==> config.mk <==
export PLATFORM = sky130hd
export DESIGN_NAME = alu_req_arbiter
export DESIGN_NICKNAME = d
export VERILOG_FILES = /design/src/rtl/alu_req_arbiter.sv
export SDC_FILE = /design/constraint.sdc
export NUM_CORES = 1
export LEC_CHECK = 0
export CAP_MARGIN = 40
export CELL_PAD_IN_SITES_DETAIL_PLACEMENT = 0
export CELL_PAD_IN_SITES_GLOBAL_PLACEMENT = 1
export CORE_MARGIN = 5
export CORE_UTILIZATION = 30
export DETAILED_ROUTE_END_ITERATION = 7
export PLACE_DENSITY_LB_ADDON = 0.12
export SYNTH_ARGS = -nofsm -noshare
export SYNTH_HDL_FRONTEND = slang
export SYNTH_SLANG_ARGS = --single-unit
==> constraint.sdc <==
create_clock -name clk -period 1.75 [get_ports clk]
set_input_delay 0.35 -clock clk [delete_from_list [all_inputs] [get_ports clk]]
set_output_delay 0.35 -clock clk [all_outputs]
set_load 0.02 [all_outputs]
==> src/rtl/alu_req_arbiter.sv <==
// Round-robin arbiter sharing one ALU between two requesters; latches the winner's
// operation, drives the ALU for the command's latency and returns result and flags.
// Build option: ALU_ARB_FIXED_PRIO_EN selects fixed priority (req0 over req1).
module alu_req_arbiter #(
    parameter int N_WIDTH  = 8,
    parameter int M_WIDTH  = 4,
    parameter int LAT_NORM = 1,
    parameter int LAT_MUL  = 2
) (
    input  logic               clk,
    input  logic               reset,
    input  logic               req0_valid,
    output logic               req0_ready,
    input  logic               req0_mode,
    input  logic [M_WIDTH-1:0] req0_cmd,
    input  logic [N_WIDTH-1:0] req0_opa,
    input  logic [N_WIDTH-1:0] req0_opb,
    input  logic               req0_cin,
    input  logic               req1_valid,
    output logic               req1_ready,
    input  logic               req1_mode,
    input  logic [M_WIDTH-1:0] req1_cmd,
    input  logic [N_WIDTH-1:0] req1_opa,
    input  logic [N_WIDTH-1:0] req1_opb,
    input  logic               req1_cin,
    output logic               rsp0_valid,
    output logic               rsp1_valid,
    output logic [N_WIDTH+1:0] rsp_res,
    output logic [5:0]         rsp_flags,
    output logic               alu_ce,
    output logic [1:0]         alu_inp_valid,
    output logic               alu_mode,
    output logic [M_WIDTH-1:0] alu_cmd,
    output logic [N_WIDTH-1:0] alu_opa,
    output logic [N_WIDTH-1:0] alu_opb,
    output logic               alu_cin,
    input  logic [N_WIDTH+1:0] alu_res,
    input  logic               alu_err,
    input  logic               alu_oflow,
    input  logic               alu_cout,
    input  logic               alu_g,
    input  logic               alu_l,
    input  logic               alu_e
);

    localparam int LatMax = (LAT_MUL > LAT_NORM) ? LAT_MUL : LAT_NORM;
    localparam int CntW   = $clog2(LatMax + 1);

    typedef enum logic [1:0] {StIdle, StIssue, StWait, StCapture} state_t;

    state_t              state_q, state_d;
    logic [CntW-1:0]     cnt_q, cnt_d;
    logic [CntW-1:0]     lat_sel;
    logic                grant;
    logic                gnt_q;
    logic                handshake;
    logic                is_mul;
    logic                mode_q;
    logic [M_WIDTH-1:0]  cmd_q;
    logic [N_WIDTH-1:0]  opa_q;
    logic [N_WIDTH-1:0]  opb_q;
    logic                cin_q;
    logic                rsp0_q;
    logic                rsp1_q;
    logic [N_WIDTH+1:0]  rsp_res_q;
    logic [5:0]          rsp_flags_q;

`ifndef ALU_ARB_FIXED_PRIO_EN
    logic                last_grant_q;
`endif

    // grant is only meaningful when at least one requester is valid
    always_comb begin
        grant = 1'b0;
`ifdef ALU_ARB_FIXED_PRIO_EN
        grant = ~req0_valid;
`else
        if (req0_valid && req1_valid) begin
            grant = ~last_grant_q;
        end else begin
            grant = ~req0_valid;
        end
`endif
    end

    assign req0_ready = ~reset & (state_q == StIdle) & req0_valid & ~grant;
    assign req1_ready = ~reset & (state_q == StIdle) & req1_valid & grant;
    assign handshake  = req0_ready | req1_ready;

    assign is_mul  = mode_q && ((cmd_q == M_WIDTH'(9)) || (cmd_q == M_WIDTH'(10)));
    assign lat_sel = is_mul ? CntW'(LAT_MUL) : CntW'(LAT_NORM);

    always_comb begin
        state_d = state_q;
        cnt_d   = cnt_q;
        unique case (state_q)
            StIdle: begin
                if (handshake) begin
                    state_d = StIssue;
                end
            end
            StIssue: begin
                cnt_d   = lat_sel;
                state_d = (lat_sel > CntW'(1)) ? StWait : StCapture;
            end
            StWait: begin
                cnt_d = cnt_q - CntW'(1);
                if (cnt_d == CntW'(1)) begin
                    state_d = StCapture;
                end
            end
            StCapture: state_d = StIdle;
            default:   state_d = StIdle;
        endcase
    end

    always_ff @(posedge clk or posedge reset) begin
        if (reset) begin
            state_q     <= StIdle;
            cnt_q       <= '0;
            gnt_q       <= 1'b0;
            mode_q      <= 1'b0;
            cmd_q       <= '0;
            opa_q       <= '0;
            opb_q       <= '0;
            cin_q       <= 1'b0;
            rsp0_q      <= 1'b0;
            rsp1_q      <= 1'b0;
            rsp_res_q   <= '0;
            rsp_flags_q <= '0;
        end else begin
            state_q <= state_d;
            cnt_q   <= cnt_d;
            rsp0_q  <= (state_q == StCapture) && !gnt_q;
            rsp1_q  <= (state_q == StCapture) && gnt_q;
            if (handshake) begin
                gnt_q  <= grant;
                mode_q <= grant ? req1_mode : req0_mode;
                cmd_q  <= grant ? req1_cmd  : req0_cmd;
                opa_q  <= grant ? req1_opa  : req0_opa;
                opb_q  <= grant ? req1_opb  : req0_opb;
                cin_q  <= grant ? req1_cin  : req0_cin;
            end
            if (state_q == StCapture) begin
                rsp_res_q   <= alu_res;
                rsp_flags_q <= {alu_err, alu_oflow, alu_cout, alu_g, alu_l, alu_e};
            end
        end
    end

`ifndef ALU_ARB_FIXED_PRIO_EN
    // reset value 1 lets req0 win the first contended grant
    always_ff @(posedge clk or posedge reset) begin
        if (reset) begin
            last_grant_q <= 1'b1;
        end else if (handshake) begin
            last_grant_q <= grant;
        end
    end
`endif

    assign alu_ce        = (state_q != StIdle);
    assign alu_inp_valid = alu_ce ? 2'b11 : 2'b00;
    assign alu_mode      = mode_q;
    assign alu_cmd       = cmd_q;
    assign alu_opa       = opa_q;
    assign alu_opb       = opb_q;
    assign alu_cin       = cin_q;
    assign rsp0_valid    = rsp0_q;
    assign rsp1_valid    = rsp1_q;
    assign rsp_res       = rsp_res_q;
    assign rsp_flags     = rsp_flags_q;

endmodule

==> impl_metrics.csv <==
group,metric,value,unit
die,die_area,9450,um2
die,core-area,7330,um2
sta,slew_headroom,70.2,%
critical_path,ff2ff_path_depth,6,
synth,synth_area_leaders,"dfrtp_1, mux2_2, o211ai_1",
synth,ys_seq_area_share,50.5,%
worst_hold_path,hp-start,"gnt_q",
sta,period_share,102,%
critical_path,worst_setup_path_end_kind,"output port",
critical_path,path_class,"register to output port",
global_routing,grt_pass1_vias,2286,
finish,n_antenna_cell,0,
sta,drv_slew,0,
sta,worst_slack,-0.0403,ns
run_status,outcome,"complete, but fails checks",
critical_path,crit_start,"state_q[1]",
critical_path,worstPathCellList,"inv_2 -> ha_4 -> inv_2 -> nor4_4 -> buf_4",
sta,fin_crit,1.79,ns
critical_path,worst_path_most_repeated_cell,"inv_2",
die,initial_utilization,31.1,%
finish,area_growth,60.1,%
clock_network,clock_latency,0.29,ns
synth,synthFlopType,"dfrtp_1",
run,maxCapViolations,0,
global_routing,globalRoute.totalOverflow,0,
clock_network,ctsRootBufferMaster,"clkbuf_8",
synth,syn_nets,287,
clock_network,cts_made_buffers,5,
clock_network,cts_tree,"yes",
finish,drive_above_1_share,19.6,%
critical_path,endpoint,"req1_ready",
clock_network,clockBufferDepth,2,
sta,tightest_slew,0.448,ns
synth,ys_ff_latch,46,
drt,drcViolationCount,0,
drt,viasPerCell,4.88,
power_and_ir_drop,ir_drop,0.482,mV
sta,hold_violations,0,
critical_path,reg2reg_to,"state_q[1]",
placed_design,hpwl,5290,um
die,die_height,97.2,um
placed_design,place_area,3550,um2
sta,setup_viol,2,
global_routing,grt_max_degree,26,
drt,routed_wl,7260,um
synth,yosysWarnings,0,
finish,finalInstanceArea,3650,um2
critical_path,slowest_stage,"dfrtp_1",
critical_path,r2r_start,"state_q[0]",
sta,skew,0.00383,ns
sta,max_freq,0.559,GHz
critical_path,worst_ep_required_time,1.40,ns
synth,synthCells,217,
synth,syn-cell-area,2280,um2
critical_path,start_kind,"register",
power_and_ir_drop,p_per_area,1670,nW/um2
finish,final_common_cell,"clkdlybuf4s50_1",
critical_path,cp_slowest_stage_delay,0.39,ns
worst_hold_path,min_path_type,"register to register",
finish,final_cell_mix,"clkdlybuf4s50_1, dfrtp_1, a21oi_1",
critical_path,worst-path-max-fanout,3,
critical_path,r2r_slack,0.12,ns
drt,vias,2103,
finish,fin_util,49.9,%
synth,synth.distinct_cells,30,
die,die_w,97.2,um
global_routing,grt_pass1_wl,11900,um
synth,synth_top_area_cell,"dfrtp_1",
synth,synthArstFlopShare,100,%
clock_network,cts.sinks,46,
placed_design,port-buffer-count,108,
synth,yosys.area.top_type_share,49.3,%
sta,whs,0.460,ns
synth,syn_avg_cell_area,10.5,um2
clock_network,h-tree-depth,2,
placed_design,gp_congestion,0.753,
clock_network,path_clk_slew,0.08,ns
finish,stdcell_count,431,
power_and_ir_drop,leakagePower,1.43,nW
drt,ant_nets,0,
run_status,violations,"negative setup slack",
finish,nNetsFinal,402,
sta,rsz0062_at_grt,"true",
global_routing,track_usage,15.6,%
placed_design,dp.cells,423,
global_routing,antenna_found_initial,0,
synth,synth_edf_count,0,
critical_path,worst_ep_arrival_time,1.44,ns
drt,drt-initial-drc-count,56,
drt,drt_pass1_iterations,4,
die,io_pins,109,
die,row_count,31,
drt,routedWlPerCell,16.8,um
how the worst min path moves through the flow:
stage	endpoint	slack, ns	cells after the start
after floorplan	rsp0_valid	0.42	1
after global placement	rsp0_valid	0.44	1
after detailed placement	rsp0_valid	0.45	1
after CTS	rsp0_valid	0.46	1
after global routing	rsp0_valid	0.49	1
final	rsp0_valid	0.46	1
Yosys cell counts (all sizes together), types with 2 or more instances:
library cell	instances
dfrtp	45
ha	6
clkbuf	11
o211ai	22
a31oi	24
and2	2
o21ai	22
buf	13
nor2	5
nand2	2
a21oi	25
inv	7
nor4	2
nor2b	3
mux2	17
routing by layer:
| metal | vias up | share of wire, % | track usage, % |
|---|---|---|---|
| met2 | 88 | 45 | 24.7 |
| li1 | 1033 | - | - |
| met4 | 0 | 0.76 | 3.94 |
| met5 | - | 0 | 0 |
| met3 | 6 | 7.7 | 5.81 |
| met1 | 976 | 46 | 20.1 |
area by class of cell:
cell class | instances | area (um2)
Clock buffer | 7 | 76.3
Fill cell | 661 | 3680
Inverter | 7 | 26.3
Multi-Input combinational cell | 140 | 1020
Sequential cell | 46 | 1150
Tap cell | 99 | 124
Timing Repair Buffer | 132 | 1260
cells by family after synthesis:
group / after synthesis / synth area share (%)
flops: 46 / 50.5
mux: 17 / 8.39
xor+xnor: 1 / 0.384
buf+inv: 31 / 7.02
fa+ha+maj: 6 / 3.29
compound gates: 99 / 26.3
simple gates: 17 / 4.17
power by group:
part | internal, mW | switching (mW) | total [mW]
clock network | 0.276 | 0.348 | 0.624
logic | 1.78 | 1.79 | 3.56
registers | 1.62 | 0.296 | 1.92
total | 3.67 | 2.43 | 6.10
flip-flops by register name, indices dropped and copies added, names as in the netlist:
register / cells
rsp0_valid: 1
rsp_flags: 6
rsp1_valid: 1
cnt_q: 2
alu_opa: 8
state_q: 2
alu_mode: 1
alu_cmd: 4
rsp_res: 10
alu_cin: 1
alu_opb: 8
gnt_q: 1
last_grant_q: 1
metrics by stage:
stage               power [mW]  setup slack (ns)  setup TNS [ns]
floorplan                 3.86           -0.0242         -0.0242
global route              6.52            -0.101          -0.181
CTS                       6.19           -0.0488         -0.0833
global placement          5.45            -0.498           -4.49
detailed placement        5.49            -0.558           -5.49
finish                    6.10           -0.0403         -0.0762
critical path, delay by kind of cell, from the launching register on:
| kind | cells | cell delay, ns |
|---|---|---|
| flops | 1 | 0.39 |
| buf+inv | 3 | 0.33 |
| simple gates | 1 | 0.27 |
| fa+ha+maj | 1 | 0.14 |
timing repair:
item | in CTS | in global routing
setup endpoints to repair | 19 | 6
buffers inserted | 0 | 1
pin swaps | 2 | 0
endpoints found under the hold margin | 0 | 0
gates resized for setup | 31 | 5
hold buffers | 0 | 0
Power figures use the tool's default switching activity.
